$ cat src/rtl/seq_detector_1011.sv
// Serial 1011 pattern detector with bit history and saturating match count.
// Define SEQ_OVERLAP_EN to let the trailing 1 of a match start the next one.
module seq_detector_1011 #(
  parameter int CNT_W = 8
) (
  input  logic             clk,
  input  logic             rst,
  input  logic             D_in,
  input  logic             bit_en,
  input  logic             cnt_clr,
  output logic             det_out,
  output logic [CNT_W-1:0] match_cnt,
  output logic [1:0]       state_out,
  output logic [3:0]       hist_out
);

  typedef enum logic [1:0] {
    S0 = 2'b00,
    S1 = 2'b01,
    S2 = 2'b10,
    S3 = 2'b11
  } state_t;

`ifdef SEQ_OVERLAP_EN
  localparam state_t DET_NEXT = S1;
`else
  localparam state_t DET_NEXT = S0;
`endif

  localparam logic [CNT_W-1:0] CNT_MAX = {CNT_W{1'b1}};
  localparam logic [CNT_W-1:0] CNT_ONE =
    {{(CNT_W-1){1'b0}}, 1'b1};

  state_t state;

  assign state_out = state;

  // D_in is only looked at under bit_en, so X while idle never lands.
  always_ff @(posedge clk) begin
    if (rst) begin
      state     <= S0;
      det_out   <= 1'b0;
      match_cnt <= '0;
      hist_out  <= 4'b0000;
    end else begin
      det_out <= 1'b0;
      if (cnt_clr)
        match_cnt <= '0;
      if (bit_en) begin
        hist_out <= {hist_out[2:0], D_in};
        unique case (state)
          S0: state <= D_in ? S1 : S0;
          S1: state <= D_in ? S1 : S2;
          S2: state <= D_in ? S3 : S0;
          S3: begin
            if (D_in) begin
              det_out <= 1'b1;
              state   <= DET_NEXT;
              if (!cnt_clr && match_cnt != CNT_MAX)
                match_cnt <= match_cnt + CNT_ONE;
            end else begin
              state <= S2;
            end
          end
          default: state <= S0;
        endcase
      end
    end
  end

endmodule

$ cat config.mk
export PLATFORM = sky130hd
export DESIGN_NAME = seq_detector_1011
export DESIGN_NICKNAME = d
export VERILOG_FILES = /design/src/rtl/seq_detector_1011.sv
export SDC_FILE = /design/constraint.sdc
export NUM_CORES = 1
export LEC_CHECK = 0
export CORE_ASPECT_RATIO = 0.9
export CORE_MARGIN = 5
export CORE_UTILIZATION = 40
export CTS_CLUSTER_SIZE = 30
export DETAILED_ROUTE_END_ITERATION = 8
export DONT_BUFFER_PORTS = 1
export PLACE_DENSITY_LB_ADDON = 0.12
export SLEW_MARGIN = 10
export SYNTH_ARGS = -nofsm -noshare
export SYNTH_HDL_FRONTEND = slang
export SYNTH_SLANG_ARGS = --single-unit
$ cat constraint.sdc
create_clock -name clk -period 1.6 [get_ports clk]
set_input_delay 0.16 -clock clk [delete_from_list [all_inputs] [get_ports clk]]
set_output_delay 0.16 -clock clk [all_outputs]
set_load 0.1 [all_outputs]
==> results of run 1 <==
==> kinds of logic (layout without fill, tap and decap cells) <==
kind of cell             Yosys count  count (layout)  share of synthesized area [%]
AO/OA/AOI/OAI                      9               9                           9.28
multiplexers                       5               5                           7.42
flip-flops                        15              15                           44.5
buffers and inverters              4              21                           2.78
XOR/XNOR                           6               6                           7.79
AND/OR/NAND/NOR                   31              31                           26.3
adder cells (fa/ha/maj)            1               1                           1.85
==> through the flow <==
stage | power [mW] | area (sq um)
floorplan | 0.443 | 692
global placement | 0.446 | 820
detailed placement | 0.447 | 820
CTS | 0.667 | 856
global route | 0.688 | 856
finish | 0.652 | 856
==> power breakdown <==
group / total, mW / internal (mW) / switching, mW
clock: 0.211 / 0.0966 / 0.114
sequential: 0.378 / 0.375 / 0.00357
combinational: 0.0635 / 0.0152 / 0.0483
==> timing repair <==
| action | 4_1_cts | 5_1_grt |
|---|---|---|
| hold endpoints to repair | 7 | 0 |
| setup endpoints to repair | 0 | 0 |
| setup buffers | 0 | 0 |
| hold buffers | 1 | 0 |
==> worst max-delay path, cell delays in order (launching register included) <==
cell and delay, ns:
dfxtp_4 0.36, ha_1 0.21, nand3_1 0.22, o2111ai_1 0.27, xor2_1 0.17, nor2_1 0.05
==> path summary, 6_finish.rpt <==
path	start	end	slack, ns	cells past startpoint
max	match_cnt[1]	match_cnt[5]	0.20	5
min	bit_en	state_out[0]	0.02	2
max reg2reg	match_cnt[1]	match_cnt[5]	0.20	5
min reg2reg	hist_out[3]	hist_out[3]	0.50	2
==> layer usage <==
metal / wire [um] / vias up
li1: - / 284
met2: 573 / 10
met5: 0 / -
met4: 12 / 0
met1: 694 / 257
met3: 87 / 2
==> cell usage in the layout (no fill, tap or decap), types with 2 or more instances in the layout <==
| master | synthesis | final |
|---|---|---|
| a21oi_1 | 2 | 2 |
| and3_1 | 2 | 2 |
| buf_4 | 1 | 15 |
| clkbuf_4 | 0 | 3 |
| dfxtp_1 | 15 | 5 |
| dfxtp_2 | 0 | 8 |
| dfxtp_4 | 0 | 2 |
| mux2i_1 | 5 | 5 |
| nand2_1 | 2 | 2 |
| nand3_1 | 3 | 3 |
| nor2_1 | 14 | 14 |
| o211ai_1 | 3 | 3 |
| xor2_1 | 5 | 5 |
==> registers in the layout (all words and copies together), names as in the netlist <==
register / flops
det_out: 1
hist_out: 4
match_cnt: 8
state_out: 2
==> final cells by class <==
| class | instances | area (sq um) | area share, % |
|---|---|---|---|
| Clock buffer | 4 | 26.3 | 3.07 |
| Inverter | 1 | 3.75 | 0.439 |
| Multi-Input combinational cell | 52 | 355 | 41.5 |
| Sequential cell | 15 | 318 | 37.1 |
| Tap cell | 24 | 30.0 | 3.51 |
| Timing Repair Buffer | 16 | 123 | 14.3 |
==> metrics.txt, run 1 <==
Post-Syn Area=674 sq um; share of layout cells above drive strength 1=37.5%; Die Ht=49.0 um; power density over cell area=762 nW/um^2; status=finished, final reports clean; Area growth, synth to finish=26.9%; largest cells by area after synthesis=dfxtp_1, nor2_1, mux2i_1; Post-synth EDFFs=0; clock sinks=15; CP Data Arrival Time=1.56 ns; clk_lat worst skew=0.27 ns; drt wl/cell=12.2 um; Port Buffers=0; Yosys warning count=0; slew margin rel.=78.7%; final core utilization=52.5%; Yosys top cell area share=44.5%; Worst Slack Setup Final=0.199 ns; first-pass GRT wire length=2300 um; Final Cycle Share=87.6%; CP startpoint kind=flop; Nets=95; Max Root-Sink Buffers=2; Antenna Violating Nets Remaining=0; Yosys top cell by area=dfxtp_1; starting density of the core=41.4%; Resized Gates After CTS=0; WP data required=1.76 ns; Fillers=165; Post-Layout Cell Count=112; post-route setup TNS=0 ns; grt ovf=0; f_max=0.714 GHz; Chip Width=53.3 um; post-DR vias/cell=4.94; DR pass1 iterations=3; Lkg Pwr=0.374 nW; critical path peak fanout=6; Main synth FF type=dfxtp_1; Detailed Place HPWL=1030 um; RSZ-0062 raised after global routing=false; drt first-iter violations=3; final setup fails=0; Ports=20; clk root buf=clkbuf_4; asr flop ratio synth=0%; Worst-path clk slew=0.09 ns; CP Class=reg -> reg; Final Hold Fails=0; Maximum Capacitance Violations=0; layer with the highest usage=met1; worst slew pin tran=0.319 ns; dpl cells=107; Clock Skews=0.00170 ns; Synth Area per Inst=9.50 sq um; most numerous cell in the Yosys netlist=dfxtp_1; WHS=0.0170 ns; met3 Resource Use GR=4.59%; via count=553; sequential-to-total area share from yosys stat=44.5%; post-route minimum period=1.40 ns; Post-synth top cells=dfxtp_1, nor2_1, mux2i_1, xor2_1; Syn Inst Count=71; syn nets=77; met2 usage in global routing=15.7%; Yosys reg bits=15; number of CTS-inserted buffers=3; diode count=0; hold crit path type=in -> reg; core box area=1630 sq um; initial antenna violation count=0; gpl congestion=0.683; Yosys cell types=29; met1 GRT Util=16.0%; CTS tree=built; Worst setup EP type=flop; drc violations=0; fin. max-slew vios=0; Post-Place Setup Slack=0.230 ns; vias in the first global route=530; largest net degree at the start of global routing=11; overall routing resource usage=11.8%; die area=2610 sq um; total length of routed wires=1370 um; CTS H-tree lvls=1; VDD IR-drop max=0.000451 V; row cnt=14
No activity file was read; power rests on OpenSTA's default activity.
==> inputs of run 2 (changes only) <==
Settings changed: CAP_MARGIN from default to 0.
==> results of run 2 <==
The final DEF is identical to that of run 1; final timing and power are the same.
